===== src/rtl/fetch_pkg.sv =====
// Shared types and constants for the instruction-fetch sequencer.
package fetch_pkg;

  // Default width of instruction words, jump targets and the issue counter.
  localparam int DATA_WIDTH_DEF = 16;

  // Width of the memory wait counter; supports WAIT_LIMIT up to 255.
  localparam int WAIT_CNT_W = 8;

  // Fetch-cycle states.
  typedef enum logic [1:0] {
    ST_IDLE  = 2'd0,
    ST_FETCH = 2'd1,
    ST_ISSUE = 2'd2,
    ST_ERROR = 2'd3
  } fetch_state_e;

endpackage


===== src/rtl/fetch_wait_timer.sv =====
// Saturating counter of FETCH cycles spent waiting on instruction memory.
// term_o flags that the current wait cycle is the last one permitted.
module fetch_wait_timer
  import fetch_pkg::*;
#(
  parameter int WAIT_LIMIT = 8
) (
  input  logic clk_i,
  input  logic rst_i,
  input  logic clear_i,
  input  logic enable_i,
  output logic term_o
);

  localparam logic [WAIT_CNT_W-1:0] TERM_COUNT = WAIT_CNT_W'(WAIT_LIMIT - 1);

  logic [WAIT_CNT_W-1:0] count_q;
  logic [WAIT_CNT_W-1:0] count_d;

  // Next count: clear wins, otherwise count up but never past the terminal value.
  always_comb begin
    count_d = count_q;
    if (clear_i) begin
      count_d = '0;
    end else if (enable_i && (count_q != TERM_COUNT)) begin
      count_d = count_q + 1'b1;
    end
  end

  // Counter register.
  always_ff @(posedge clk_i or posedge rst_i) begin
    if (rst_i) begin
      count_q <= '0;
    end else begin
      count_q <= count_d;
    end
  end

  assign term_o = (count_q == TERM_COUNT);

endmodule


===== src/rtl/fetch_sequencer.sv =====
// Instruction-fetch control FSM: drives PC/IR strobes, waits for memory,
// hands instructions to decode and tracks how many have been issued.
module fetch_sequencer
  import fetch_pkg::*;
#(
  parameter int DATA_WIDTH = DATA_WIDTH_DEF,
  parameter int WAIT_LIMIT = 8
) (
  input  logic                  clock_i,
  input  logic                  reset_i,
  input  logic                  start_i,
  input  logic                  halt_i,
  input  logic                  mem_ready_i,
  input  logic                  jump_i,
  input  logic [DATA_WIDTH-1:0] jump_target_i,
  input  logic                  issue_ready_i,
  output logic                  mem_req_o,
  output logic                  pc_load_o,
  output logic [DATA_WIDTH-1:0] pc_data_o,
  output logic                  pc_increment_o,
  output logic                  ir_load_o,
  output logic                  instr_valid_o,
  output logic                  busy_o,
  output logic                  timeout_err_o,
  output logic [DATA_WIDTH-1:0] fetch_count_o
);

  fetch_state_e          state_q;
  logic [DATA_WIDTH-1:0] fetch_count_q;

  logic in_fetch;
  logic in_issue;
  logic in_error;
  logic mem_hit;
  logic handshake;
  logic wait_clear;
  logic wait_enable;
  logic wait_term;

  assign in_fetch  = (state_q == ST_FETCH);
  assign in_issue  = (state_q == ST_ISSUE);
  assign in_error  = (state_q == ST_ERROR);
  assign mem_hit   = in_fetch && mem_ready_i;
  assign handshake = in_issue && issue_ready_i;

  // The wait count is reset on a successful read, on a retry from ERROR and
  // while idle, so every fetch attempt starts with the full wait budget.
  assign wait_clear  = mem_hit || (in_error && start_i) || (state_q == ST_IDLE);
  assign wait_enable = in_fetch && !mem_ready_i;

  fetch_wait_timer #(
    .WAIT_LIMIT(WAIT_LIMIT)
  ) u_wait_timer (
    .clk_i   (clock_i),
    .rst_i   (reset_i),
    .clear_i (wait_clear),
    .enable_i(wait_enable),
    .term_o  (wait_term)
  );

  // State transitions and the issued-instruction counter.
  always_ff @(posedge clock_i or posedge reset_i) begin
    if (reset_i) begin
      state_q       <= ST_IDLE;
      fetch_count_q <= '0;
    end else begin
      case (state_q)
        ST_IDLE: begin
          if (start_i) state_q <= ST_FETCH;
        end
        ST_FETCH: begin
          // A read arriving on the last permitted cycle still succeeds.
          if (mem_ready_i)    state_q <= ST_ISSUE;
          else if (wait_term) state_q <= ST_ERROR;
        end
        ST_ISSUE: begin
          if (issue_ready_i) begin
            fetch_count_q <= fetch_count_q + 1'b1;
            state_q       <= halt_i ? ST_IDLE : ST_FETCH;
          end
        end
        ST_ERROR: begin
          if (start_i) state_q <= ST_FETCH;
        end
        default: state_q <= ST_IDLE;
      endcase
    end
  end

  // Strobes decoded from the current state and inputs. Loads happen only in
  // ISSUE and increments only in FETCH, so the two never overlap; HALT
  // suppresses the jump load.
  assign mem_req_o      = in_fetch;
  assign ir_load_o      = mem_hit;
  assign pc_increment_o = mem_hit;
  assign pc_load_o      = handshake && !halt_i && jump_i;
  assign pc_data_o      = jump_target_i;
  assign instr_valid_o  = in_issue;
  assign busy_o         = (state_q != ST_IDLE);
  assign timeout_err_o  = in_error;
  assign fetch_count_o  = fetch_count_q;

endmodule

===== config.mk =====
export PLATFORM = sky130hd
export DESIGN_NAME = fetch_sequencer
export DESIGN_NICKNAME = d
export VERILOG_FILES = /design/src/rtl/fetch_pkg.sv /design/src/rtl/fetch_wait_timer.sv /design/src/rtl/fetch_sequencer.sv
export SDC_FILE = /design/constraint.sdc
export NUM_CORES = 1
export LEC_CHECK = 0
export BUFFER_PORTS_ARGS = -buffer_cell sky130_fd_sc_hd__buf_2
export CORE_MARGIN = 2
export CORE_UTILIZATION = 47
export CTS_CLUSTER_SIZE = 8
export DETAILED_ROUTE_END_ITERATION = 8
export HOLD_SLACK_MARGIN = 0.03
export PLACE_DENSITY_LB_ADDON = 0.08
export SLEW_MARGIN = 20
export SYNTH_ARGS = -nofsm -noshare
export SYNTH_HDL_FRONTEND = slang
export SYNTH_SLANG_ARGS = --single-unit

===== constraint.sdc =====
create_clock -name clock_i -period 2.8 [get_ports clock_i]
set_clock_uncertainty 0.2 [all_clocks]
set_input_delay 0.56 -clock clock_i [delete_from_list [all_inputs] [get_ports clock_i]]
set_output_delay 0.56 -clock clock_i [all_outputs]
set_load 0.02 [all_outputs]

==> impl_metrics.csv, run 1 <==
group,metric,value,unit
drt,viasPerCell,5.18,
drt,drc,0,
global_route,antenna_found_initial,0,
cts,insertion_delay,0.31,ns
place,dp_hpwl,2010,um
global_route,first_global_vias,981,
floorplan,rows,20,
critical_path,cp.arrival,1.46,ns
logic_synthesis,ys_seq_area_share,45.3,%
power_and_ir_drop,p_leak,0.783,nW
drt,finalWirelength,2530,um
cts,htreeDepth,1,
power_and_ir_drop,clkPwrFrac,16.5,%
logic_synthesis,synth_top_area_cell,"dfrtp_1",
critical_path,reg2reg_slack,0.62,ns
timing,period_needed,2.22,ns
critical_path,r2r-end,"fetch_count_o[7]$_DFFE_PP0P_",
cts,cts.sinks,26,
drt,drt_iter0_markers,44,
floorplan,fp.dieH,59.3,um
logic_synthesis,synth.avg_cell_area,10.3,um2
power_and_ir_drop,powerDensity,728,mW/mm2
power_and_ir_drop,p_switching,0.433,mW
timing,timing.fmax,449,MHz
place,preCtsSetupSlack,0.628,ns
timing,hold_ws,0.0689,ns
logic_synthesis,synthTopCellsByArea,"dfrtp_1 (45%), buf_4 (8.9%), xnor2_1 (8.5%)",
layout,final_nets,186,
power_and_ir_drop,power.internal,0.686,mW
power_and_ir_drop,vdd_drop_max,0.431,mV
critical_path,start_kind,"register",
power_and_ir_drop,combPwrFrac,40.2,%
floorplan,start_util,48.3,%
floorplan,coreArea,0.00298,mm2
logic_synthesis,ys_seq_elements,26,
cts,cts_root_buf,"clkbuf_4",
global_route,grt_max_degree,27,
global_route,grt_usage,16.2,%
cts,cts_setup_buffers,0,
timing,final-setup-viol-count,0,
drt,wire_per_inst,13.5,um
critical_path,cp-end-kind,"output port",
timing,timing.final.max_slew_violations,0,
layout,n_antenna_cell,0,
layout,finalNonFillerCells,188,
timing,hold_violations,0,
cts,clkTransAtPathRegs,0.14,ns
timing,setup_tns,0,ns
power_and_ir_drop,pwr-share-seq,43.4,%
timing,fin_crit_sh,79.5,%
layout,fillers,296,
drt,firstDrtPassIters,4,
logic_synthesis,synth_nets,169,
place,io_buffers,29,
logic_synthesis,synth-edff-count,0,
drt,vias,973,
layout,regArea,651,um2
critical_path,crit_fanout,5,
logic_synthesis,syn_inst,139,
cts,numCtsBuffers,3,
global_route,grt_pass1_wl,4330,um
cts,clock_path_buffers,2,
drt,drt.antenna.violating_nets,0,
hold_path,hold_class,"in2async",
layout,syn2layout_area_growth,6.88,%
logic_synthesis,synthArstFlopShare,100,%
run,maxCapViolations,0,
floorplan,die_width,59.3,um
power_and_ir_drop,power,1.12,mW
logic_synthesis,yosys_warnings,0,
place,gp_congestion,0.758,
logic_synthesis,ys_types,29,
floorplan,die-area,0.00352,mm2
timing,worst_pin_slew,0.629,ns
layout,multiInputGateArea,629,um2
cts,cts_hold_buf,0,
critical_path,worst_ep_required_time,2.04,ns
floorplan,top_level_ports,62,
outcome,status,"finished clean",
cts,post_cts_resize_count,0,
timing,rsz0062_at_grt,"no",
critical_path,reg2reg_depth,6,
critical_path,rr_startpoint,"state_q[0]$_DFFE_PP0P_",
global_route,grt-ovfl-total,0,
logic_synthesis,yosysTopAreaCellShare,45.3,%
logic_synthesis,syn-cell-area,0.00144,mm2
logic_synthesis,ys.flop_type,"dfrtp_1",
cts,cts_tree,"built",
place,dp_cells,184,
timing,fin_ws,0.575,ns
power_and_ir_drop,swShare,38.7,%
critical_path,worst-setup-path-type,"reg2out",
timing,slew_headroom,57.8,%
layout,drive_gt1_share,24.5,%
cell type report:
type,instances,share of cell area (%)
clock buffers,4,2.36
well taps,33,2.69
multi-input cells,88,41.0
flip-flops and latches,26,42.3
inverters,7,1.71
repair buffers,30,9.93
registers in the layout (all words and copies together), names as in the netlist:
register and flops:
fetch_count_o 16, state_q 2, u_wait_timer.count_q 8
worst max-delay path: stages, from the launching register on:
cell	delay (ns)
dfrtp_1	0.44
inv_1	0.11
ha_1	0.24
nand2b_1	0.10
nor2_1	0.10
buf_2	0.16
cell families (layout without fill, tap and decap cells):
kind of cell    count (synthesis)  after routing  synth area share [%]
flops                          26             26                  45.3
xor+xnor                       21             21                  12.8
buf+inv                        25             41                  11.0
fa+ha+maj                       7              7                  6.09
compound gates                  7              7                  4.00
mux                             4              4                  2.96
simple gates                   49             49                  17.9
worst max path at each step:
stage	start	end	slack, ns	cells past startpoint
after floorplan	state_q[0]$_DFFE_PP0P_	fetch_count_o[7]$_DFFE_PP0P_	0.75	6
after global placement	state_q[0]$_DFFE_PP0P_	fetch_count_o[7]$_DFFE_PP0P_	0.72	6
after detailed placement	state_q[0]$_DFFE_PP0P_	fetch_count_o[7]$_DFFE_PP0P_	0.63	6
after CTS	state_q[0]$_DFFE_PP0P_	pc_load_o	0.55	5
after global routing	state_q[0]$_DFFE_PP0P_	pc_load_o	0.41	5
final	state_q[0]$_DFFE_PP0P_	pc_load_o	0.58	5
synthesized netlist by cell type, drive strengths merged, types with 2 or more instances:
cell type and instances:
nor2 11, mux2i 2, nand2 11, buf 17
xor2 7, ha 7, and3 3, a21oi 3
nor3 3, nand3 6, and4 2, inv 7
nand4 7, xnor2 14, dfrtp 26, mux2 2
metrics by stage:
step | utilization, % | instance area, um2
final | 51.6 | 1540
after global routing | 51.6 | 1540
after CTS | 51.6 | 1540
after detailed placement | 50.4 | 1500
after global placement | 50.4 | 1500
after floorplan | - | 1440
per-layer routing:
layer	wire, um	part of all wire (%)	up-vias	global-route usage, %
met1	1060	42	466	20.6
li1	-	-	480	-
met2	1290	51	23	26.2
met4	23	0.91	0	8.12
met3	149	5.9	4	3.06
met5	0	0	-	0
cells in the final DEF, fill, tap and decap left out:
cell type and instances:
a211o_1 1, a21oi_1 3, and2_1 1, and3_1 3
and4_1 2, buf_2 29, buf_4 1, clkbuf_4 3
clkbuf_8 1, dfrtp_1 26, ha_1 7, inv_1 7
mux2_1 1, mux2_2 1, mux2i_1 2, nand2_1 11
nand2b_1 1, nand3_1 6, nand4_1 7, nor2_1 10
nor2_4 1, nor2b_1 1, nor3_1 3, nor4_1 1
o22ai_1 1, o311a_1 1, o31a_4 1, or3_1 1
or4_4 1, xnor2_1 14, xor2_1 7
power groups by stage:
stage          combinational [mW]  clock, mW  sequential [mW]
3_5_place_dp                0.454          0            0.495
6_report                    0.449      0.184            0.485
3_3_place_gp                0.448          0            0.491
5_1_grt                     0.513      0.213            0.498
2_1_floorplan               0.346          0            0.520
4_1_cts                     0.457      0.195            0.487
Power figures use the tool's default switching activity.
==> run 2: changes to the inputs <==
- CORE_UTILIZATION: 47 -> 42
- clock period: 2.8 -> 1.99 ns (I/O delays scaled with it)
==> run 2 against run 1 <==
  * Sequential share of layout area is 4.8 points lower
  * Global-route usage is 0.93 points lower
  * Cell count is 14% higher
  * Non-clock buffer count is 14 higher
  * Die area is 11% higher
  * Count of clock-buffer cells in the layout is 1 lower
==> impl_metrics.csv, run 2 (synthesis results as in run 1) <==
group,metric,value,unit
power_and_ir_drop,vdd_drop_max,0.847,mV
floorplan,top_level_ports,62,
layout,drive_gt1_share,33.7,%
cts,cts_tree,"built",
place,dp_cells,208,
place,dp_hpwl,2000,um
timing,timing.final.max_slew_violations,0,
critical_path,reg2reg_depth,4,
timing,hold_ws,0.261,ns
drt,vias,1022,
global_route,grt_pass1_wl,4730,um
place,postPlaceCellArea,0.00161,mm2
critical_path,start_kind,"register",
layout,final_area,0.00173,mm2
cts,numCtsBuffers,3,
timing,final-setup-viol-count,0,
timing,fin_ws,0.0126,ns
critical_path,crit_fanout,3,
power_and_ir_drop,combPwrFrac,43.9,%
hold_path,hold_class,"in2reg",
power_and_ir_drop,power,1.87,mW
critical_path,worst-setup-path-type,"reg2reg",
drt,drt_iter0_markers,38,
layout,finalNonFillerCells,215,
cts,clkTransAtPathRegs,0.13,ns
layout,layout_common_cells,"dfrtp_1 (26), buf_2 (26), xnor2_1 (14), buf_4 (14), nand2_1 (11)",
layout,n_antenna_cell,0,
layout,largest_register_ffs,16,
power_and_ir_drop,powerDensity,1080,mW/mm2
place,gp_congestion,0.783,
drt,wire_per_inst,12.8,um
critical_path,worst_ep_required_time,2.00,ns
power_and_ir_drop,clkPwrFrac,19.6,%
layout,fillers,338,
timing,fin_crit_sh,99.4,%
timing,worst_pin_slew,0.339,ns
floorplan,coreArea,0.00331,mm2
critical_path,cp-end-kind,"register",
cts,htreeDepth,1,
floorplan,die_width,62.5,um
timing,hold_violations,0,
global_route,grt-ovfl-total,0,
cts,clock_path_buffers,2,
floorplan,start_util,43.4,%
outcome,status,"finished clean",
floorplan,die-area,0.00391,mm2
power_and_ir_drop,p_leak,0.869,nW
layout,fin_util,52.3,%
cts,insertion_delay,0.33,ns
power_and_ir_drop,pwr-share-seq,36.4,%
cts,cts.sinks,26,
global_route,grt_max_degree,27,
layout,final_nets,200,
hold_path,hold_depth,3,
timing,period_needed,1.98,ns
timing,timing.fmax,506,MHz
floorplan,rows,21,
cts,cts_root_buf,"clkbuf_4",
power_and_ir_drop,power.internal,1.19,mW
power_and_ir_drop,p_switching,0.682,mW
critical_path,cp.arrival,1.99,ns
drt,drc,0,
drt,viasPerCell,4.75,
timing,slew_headroom,77.2,%
place,io_buffers,29,
global_route,first_global_vias,1027,
layout,syn2layout_area_growth,20.5,%
drt,firstDrtPassIters,4,
timing,setup_tns,0,ns
timing,rsz0062_at_grt,"yes",
power_and_ir_drop,swShare,36.5,%
floorplan,fp.dieH,62.5,um
global_route,grt_usage,15.3,%
global_route,antenna_found_initial,0,
place,preCtsSetupSlack,0.00645,ns
run,maxCapViolations,0,
drt,finalWirelength,2760,um
drt,drt.antenna.violating_nets,0,
run 2: cell types whose count changed in the layout (fill, tap and decap cells not counted), moves of 2 or more:
cell   previous run  this run
buf_4             1        14
buf_2            29        26
buf_6             0         3
ha_1              7         5
ha_4              0         2
run 2: power by group through the flow:
stage          registers, mW  clock network (mW)  logic (mW)
6_report               0.681               0.367       0.821
5_1_grt                0.696               0.408       0.910
4_1_cts                0.677               0.379       0.768
3_5_place_dp           0.695                   0       0.704
3_3_place_gp           0.690                   0       0.698
2_1_floorplan          0.732                   0       0.493
run 2: area by class of cell:
class	instances	area (um2)	share of cell area (%)
Timing Repair Buffer	44	279	16.1
Clock inverter	1	30.0	1.73
Sequential cell	26	651	37.6
Inverter	7	26.3	1.52
Multi-Input combinational cell	88	666	38.4
Clock buffer	3	22.5	1.30
Tap cell	46	57.6	3.32
run 2: timing repair:
action,in CTS,in global routing
endpoints found under the hold margin,26,0
setup buffers,1,1
hold buffers,1,0
gates resized for setup,3,9
setup endpoints to repair,2,5
pin swaps,1,1
run 2: final timing paths:
kind,startpoint,endpoint,slack [ns]
max in group asynchronous,reset_i,state_q[1]$_DFFE_PP0P_,0.88
setup / recovery,u_wait_timer.count_q[7]$_DFFE_PP0P_,state_q[1]$_DFFE_PP0P_,0.01
min in group asynchronous,reset_i,u_wait_timer.count_q[2]$_DFFE_PP0P_,0.43
hold / removal,issue_ready_i,fetch_count_o[2]$_DFFE_PP0P_,0.26
setup reg to reg,u_wait_timer.count_q[7]$_DFFE_PP0P_,state_q[1]$_DFFE_PP0P_,0.01
hold reg to reg,fetch_count_o[15]$_DFFE_PP0P_,fetch_count_o[15]$_DFFE_PP0P_,0.29
run 2: per-layer routing:
metal / vias to the layer above / global-route usage (%) / share of wire [%]
li1: 508 / - / -
met1: 476 / 19.0 / 42
met2: 26 / 25.9 / 51
met3: 12 / 1.62 / 4.6
met4: 0 / 8.61 / 2.1
met5: - / 0 / 0
run 2: critical path: stages (launching register included):
cell and delay [ns]:
dfrtp_1 0.40, or4_4 0.55, o31a_4 0.31, nor2_4 0.12
mux2_4 0.30
